## config.mk

```make
export PLATFORM = sky130hd
export DESIGN_NAME = vip_bch_syndrome
export DESIGN_NICKNAME = d
export VERILOG_FILES = /design/src/rtl/vip_bch_constants_pkg.sv /design/src/rtl/vip_bch_types_pkg.sv /design/src/rtl/vip_bch_gf_mul_alpha.sv /design/src/rtl/vip_bch_syndrome.sv
export SDC_FILE = /design/constraint.sdc
export NUM_CORES = 1
export LEC_CHECK = 0
export CORE_MARGIN = 2
export CORE_UTILIZATION = 49
export DETAILED_ROUTE_END_ITERATION = 16
export DONT_BUFFER_PORTS = 1
export GPL_ROUTABILITY_DRIVEN = 0
export GPL_TIMING_DRIVEN = 0
export PLACE_DENSITY_LB_ADDON = 0.2
export SLEW_MARGIN = 10
export SYNTH_ARGS = -nofsm -noshare
export SYNTH_HDL_FRONTEND = slang
export SYNTH_SLANG_ARGS = --single-unit
export TNS_END_PERCENT = 5
```

## constraint.sdc

```tcl
create_clock -name clk -period 5.6 [get_ports clk]
set_clock_uncertainty 0.15 [all_clocks]
set_input_delay 0.56 -clock clk [delete_from_list [all_inputs] [get_ports clk]]
set_output_delay 0.56 -clock clk [all_outputs]
set_load 0.02 [all_outputs]
```

## src/rtl/vip_bch_constants_pkg.sv

```systemverilog
// Field-size limits for the BCH syndrome blocks and the parameter legality rule
// shared by every block that elaborates a BCH code.
package vip_bch_constants_pkg;

    localparam int unsigned MIN_M_C = 3;
    localparam int unsigned MAX_M_C = 16;

    // A code is legal when the field is in range, t >= 1, and m*t parity bits fit in n = 2^m-1.
    function automatic bit bch_params_ok(input int unsigned m, input int unsigned t);
        int unsigned n;
        n = (32'd1 << m) - 32'd1;
        return (m >= MIN_M_C) && (m <= MAX_M_C) && (t >= 1) && ((m * t) < n);
    endfunction

endpackage

```

## src/rtl/vip_bch_types_pkg.sv

```systemverilog
// Shared types for the BCH syndrome path: FSM state and syndrome storage.
package vip_bch_types_pkg;

    import vip_bch_constants_pkg::*;

    localparam int unsigned MAX_SYN_C = 32;

    typedef enum logic [1:0] {
        SYN_IDLE_E,
        SYN_ACC_E,
        SYN_OUT_E
    } syn_state_e;

    typedef logic [MAX_M_C-1:0] gf_elem_t;
    typedef gf_elem_t syn_array_t [MAX_SYN_C];

endpackage

```

## src/rtl/vip_bch_gf_mul_alpha.sv

```systemverilog
// Combinational multiply of a GF(2^M_P) element by the constant alpha^POWER_P.
module vip_bch_gf_mul_alpha #(
    parameter int unsigned   M_P         = 4,
    parameter logic [M_P:0]  PRIM_POLY_P = 5'b10011,
    parameter int unsigned   POWER_P     = 1
) (
    input  logic [M_P-1:0] elem,
    output logic [M_P-1:0] prod
);

    localparam logic [M_P-1:0] POLY_LOW = PRIM_POLY_P[M_P-1:0];

    logic [M_P-1:0] acc;

    // Repeated multiply-by-x with reduction; unrolls to a fixed XOR network.
    always_comb begin
        acc = elem;
        for (int unsigned i = 0; i < POWER_P; i++) begin
            acc = {acc[M_P-2:0], 1'b0} ^ (acc[M_P-1] ? POLY_LOW : '0);
        end
        prod = acc;
    end

endmodule

```

## src/rtl/vip_bch_syndrome.sv

```systemverilog
// Serial BCH syndrome generator: Horner-evaluates the received word at alpha^1..alpha^2T,
// one bit per cycle, and hands the result out over a valid/ready port.
module vip_bch_syndrome
    import vip_bch_constants_pkg::*;
    import vip_bch_types_pkg::*;
#(
    parameter int unsigned  M_P         = 4,
    parameter int unsigned  T_P         = 2,
    parameter logic [M_P:0] PRIM_POLY_P = 5'b10011
) (
    input  logic                   clk,
    input  logic                   rst_n,
    input  logic                   rx_valid,
    output logic                   rx_ready,
    input  logic                   rx_bit,
    input  logic                   rx_last,
    output logic                   syn_valid,
    input  logic                   syn_ready,
    output logic [2*T_P*M_P-1:0]   syn_data,
    output logic                   syn_error,
    output logic                   syn_len_err
);

    localparam int unsigned N_C   = (32'd1 << M_P) - 32'd1;
    localparam int unsigned SYN_N = 2 * T_P;
    localparam int unsigned SYN_W = SYN_N * M_P;
    localparam int unsigned CNT_W = M_P;

    if (!bch_params_ok(M_P, T_P)) begin : g_param_check
        $error("vip_bch_syndrome: illegal M_P/T_P combination");
    end

    syn_state_e      state_q;
    logic [M_P-1:0]  syn_q   [SYN_N];
    logic [M_P-1:0]  syn_mul [SYN_N];
    logic [CNT_W-1:0] cnt_q;
    logic [SYN_W-1:0] syn_next;
    logic [CNT_W-1:0] bit_idx;
    logic [CNT_W-1:0] cnt_next;
    logic             rx_xfer;
    logic             len_bad;

    for (genvar j = 0; j < SYN_N; j++) begin : g_mul
        vip_bch_gf_mul_alpha #(
            .M_P        (M_P),
            .PRIM_POLY_P(PRIM_POLY_P),
            .POWER_P    (j + 1)
        ) u_mul (
            .elem(syn_q[j]),
            .prod(syn_mul[j])
        );
    end

    // Horner step; the first bit of a word starts from zero instead of the stale syndromes.
    always_comb begin
        syn_next = '0;
        for (int unsigned j = 0; j < SYN_N; j++) begin
            syn_next[j*M_P +: M_P] = ((state_q == SYN_IDLE_E) ? '0 : syn_mul[j])
                                   ^ {{(M_P-1){1'b0}}, rx_bit};
        end
    end

    // Index of the bit being transferred; saturates at N_C so overlong words stay flagged.
    always_comb begin
        rx_xfer  = rx_valid && rx_ready;
        bit_idx  = (state_q == SYN_IDLE_E) ? '0 : cnt_q;
        len_bad  = (bit_idx != CNT_W'(N_C - 1));
        cnt_next = (bit_idx == CNT_W'(N_C)) ? bit_idx : bit_idx + CNT_W'(1);
    end

    always_ff @(posedge clk or negedge rst_n) begin
        if (!rst_n) begin
            state_q     <= SYN_IDLE_E;
            cnt_q       <= '0;
            rx_ready    <= 1'b0;
            syn_valid   <= 1'b0;
            syn_data    <= '0;
            syn_error   <= 1'b0;
            syn_len_err <= 1'b0;
            for (int unsigned j = 0; j < SYN_N; j++) begin
                syn_q[j] <= '0;
            end
        end else begin
            case (state_q)
                SYN_IDLE_E, SYN_ACC_E: begin
                    rx_ready <= 1'b1;
                    if (rx_xfer) begin
                        for (int unsigned j = 0; j < SYN_N; j++) begin
                            syn_q[j] <= syn_next[j*M_P +: M_P];
                        end
                        cnt_q <= cnt_next;
                        if (rx_last) begin
                            state_q     <= SYN_OUT_E;
                            rx_ready    <= 1'b0;
                            syn_valid   <= 1'b1;
                            syn_data    <= syn_next;
                            syn_error   <= |syn_next;
                            syn_len_err <= len_bad;
                        end else begin
                            state_q <= SYN_ACC_E;
                        end
                    end
                end
                SYN_OUT_E: begin
                    if (syn_ready) begin
                        state_q   <= SYN_IDLE_E;
                        syn_valid <= 1'b0;
                        rx_ready  <= 1'b1;
                    end
                end
                default: begin
                    state_q <= SYN_IDLE_E;
                end
            endcase
        end
    end

endmodule

```

==> run metrics <==
crit path buf inv count=2; IO Pins=26; Commonest cells post-synth=44 x nand2_1, 42 x dfrtp_1, 27 x o21ai_1; global-route usage over all layers=19.0%; R2R depth=7; FFs w/ async S/R, synth=between 90% and 100%; #FFs+latches synth=42; slack of the worst reg-to-reg path=about 3.5 ns; Sum Neg Setup Slack=0 ns; slowest cell delay on critical path=0.47 ns; status=finished clean; pwr dens=around 510 mW/mm²; top-count cell post-synth=nand2_1; Setup-failing EPs final=0; post-synthesis cell area=about 0.0021 mm²; CTS tree=done; Cells after Synth=222; max_slew headroom=approximately 67%; final hold viol count=0; clock sinks=42; die width=between 60 and 70 µm; Slew @ Worst Pin=approximately 0.49 ns; DRC viols=0; Routed WL=between 4000 and 5000 µm; Bufs on Longest Clock Path=2; kind of cell adding the most delay to the critical path=flip-flops; synthesis-to-finish area growth=8.84%; row count=23; Worst setup EP type=flop; vias in the first global route=about 1500; initial core utilization=roughly half; DP Wirelength=2900 µm; Leak=~1 nW; antenna viol nets, final=0; signal arrival time at the worst endpoint=2.17 ns; hold path depth=1; grt total ovfl=0; drt first pass iters=4; Clk Latency, worst-skew pair=approximately 0.30 ns; Peak VDD IR=~0.21 mV; Final min period=~2.1 ns; worst hold path type=input pin to flop; Die Span Y=69.8 µm; register area share after synthesis=49.5%; Worst setup SP type=flop; pre-CTS setup slack=3.45 ns; Post-synth EDFFs=0; I/O Buffers=0; via count=about 1600; Vias/cell=between 5 and 6; Critical-path top delay cell=dfrtp_1; hold_sp=syn_ready; diode count=0; area leader, netlist=dfrtp_1; Area contributors post-synth=dfrtp_1 49%, nand2_1 7.8%, o21ai_1 6.4%; fraction of layout cells with a size suffix above 1=11.2%; Synthesized Nets=between 200 and 250; Final #Nets=239; ys flop type=dfrtp_1; CP Class=flop to flop; Hold EP=state_q[1]; first-pass GRT wire length=between 7000 and 8000 µm; Cell Chain, Critical Path=or2_1, buf_6, buf_8, and2_1, ha_1, a41oi_1, o21ai_0; wire length per cell=15.1 µm; CTS H-tree depth=2; final worst path period share=between 30% and 40%; initial DRC count=74; initial antenna violation count=0; WP data required=between 5 and 6 ns; Critical R2R Launch=state_q[0]; total CTS buffers=5; Max Fclk=466 MHz; Avg Cell Area, Syn=~9.6 µm²; Max Slew Vio Count=0; clock-pin slew on the worst setup and hold paths=around 0.080 ns; Yosys cell types=46; Root Driver=clkbuf_8; CTS resizes=0; Synth warnings=0; core area=roughly 0.0041 mm²; Setup WS post-layout=between 3 and 4 ns; largest net degree at the start of global routing=between 40 and 50; setup bufs post-CTS=0; RSZ-0062 raised after global routing=false; Post-CTS Hold Buffers=2; Die ar.=between 0.004 and 0.005 mm²; Synth top area share=49.5%; CP Max Fanout=10; MaxCap Viol Count=0; r2r endpoint=cnt_q[0]
-- how the worst max path moves through the flow --
stage / slack (ns) / cells past startpoint / startpoint / endpoint
global placement: 3.48 / 7 / state_q[1] / cnt_q[0]
global route: 3.29 / 8 / state_q[0] / cnt_q[1]
CTS: 3.44 / 7 / state_q[0] / cnt_q[0]
floorplan: 3.66 / 8 / state_q[1] / cnt_q[1]
finish: 3.45 / 7 / state_q[0] / cnt_q[0]
detailed placement: 3.45 / 7 / state_q[0] / cnt_q[0]
-- metal layers --
layer | global-route usage, % | wire length (µm)
met5 | 0 | 0
met2 | 30.2 | 1980
met4 | 7.69 | 73
met3 | 3.34 | 112
met1 | 25.8 | 2080
-- cell families (layout without fill, tap and decap cells) --
kind of cell	after synthesis	after routing	share of synthesized area, %
and+or+nand+nor	76	76	16.2
AOI/OAI and AO/OA	64	64	18.5
adders and majority gates	2	2	1.18
xor gates and xnor gates	14	14	6.13
muxes	1	1	0.471
DFF	42	42	49.5
buffers and inverters	23	33	8.01
-- sequential cells by signal, indices dropped and copies added, names as in the netlist --
name,cells
syn_q,16
cnt_q,4
syn_error,1
state_q,2
syn_len_err,1
rx_ready,1
syn_data,16
syn_valid,1
-- power breakdown --
part           switching [W]  total, W  leakage [nW]  internal (W)
sequential          0.000154  0.000567         0.534      0.000413
combinational       0.000231  0.000410         0.413      0.000179
clock               0.000106  0.000205        0.0472     0.0000991
-- cells in the final DEF (no fill, tap or decap), drive strengths merged, types with 2 or more instances in the layout --
| cell type | count |
|---|---|
| nand2 | 45 |
| dfrtp | 42 |
| o21ai | 34 |
| clkbuf | 14 |
| buf | 12 |
| o31ai | 9 |
| nand3 | 8 |
| xor2 | 8 |
| nor2 | 7 |
| a21oi | 7 |
| xnor2 | 6 |
| inv | 4 |
| o32ai | 2 |
| a31oi | 2 |
| a41oi | 2 |
| nand4 | 2 |
| and3 | 2 |
| nor3 | 2 |
| ha | 2 |
-- cell type report --
cell class,instances,area [µm²]
fill,376,1780
sequential,42,1050
multi-input combinational,157,902
buffer,19,155
clock buffer,6,82.6
tap,50,62.6
timing repair buffer,2,30.0
inverter,4,15.0
clock inverter,2,12.5
-- metrics by stage --
stage | cell area [µm²] | cells | util [%] | total power [W] | hold slack, ns
after global routing | 2310 | 282 | 56.6 | 0.00128 | 0.189
after detailed placement | 2190 | 272 | 53.5 | 0.000981 | 0.115
after CTS | 2310 | 282 | 56.6 | 0.00120 | 0.186
final | 2310 | 282 | 56.6 | 0.00118 | 0.191
after floorplan | 2120 | 222 | - | 0.000891 | 0.114
after global placement | 2190 | 272 | 53.5 | 0.000968 | 0.115
-- worst register-to-register path: stages (launching register included) --
cell and delay (ns):
dfrtp_1 0.47, or2_1 0.25, buf_6 0.14, buf_8 0.14
and2_1 0.17, ha_1 0.26, a41oi_1 0.30, o21ai_0 0.13
(Power assumes the default switching activity.)
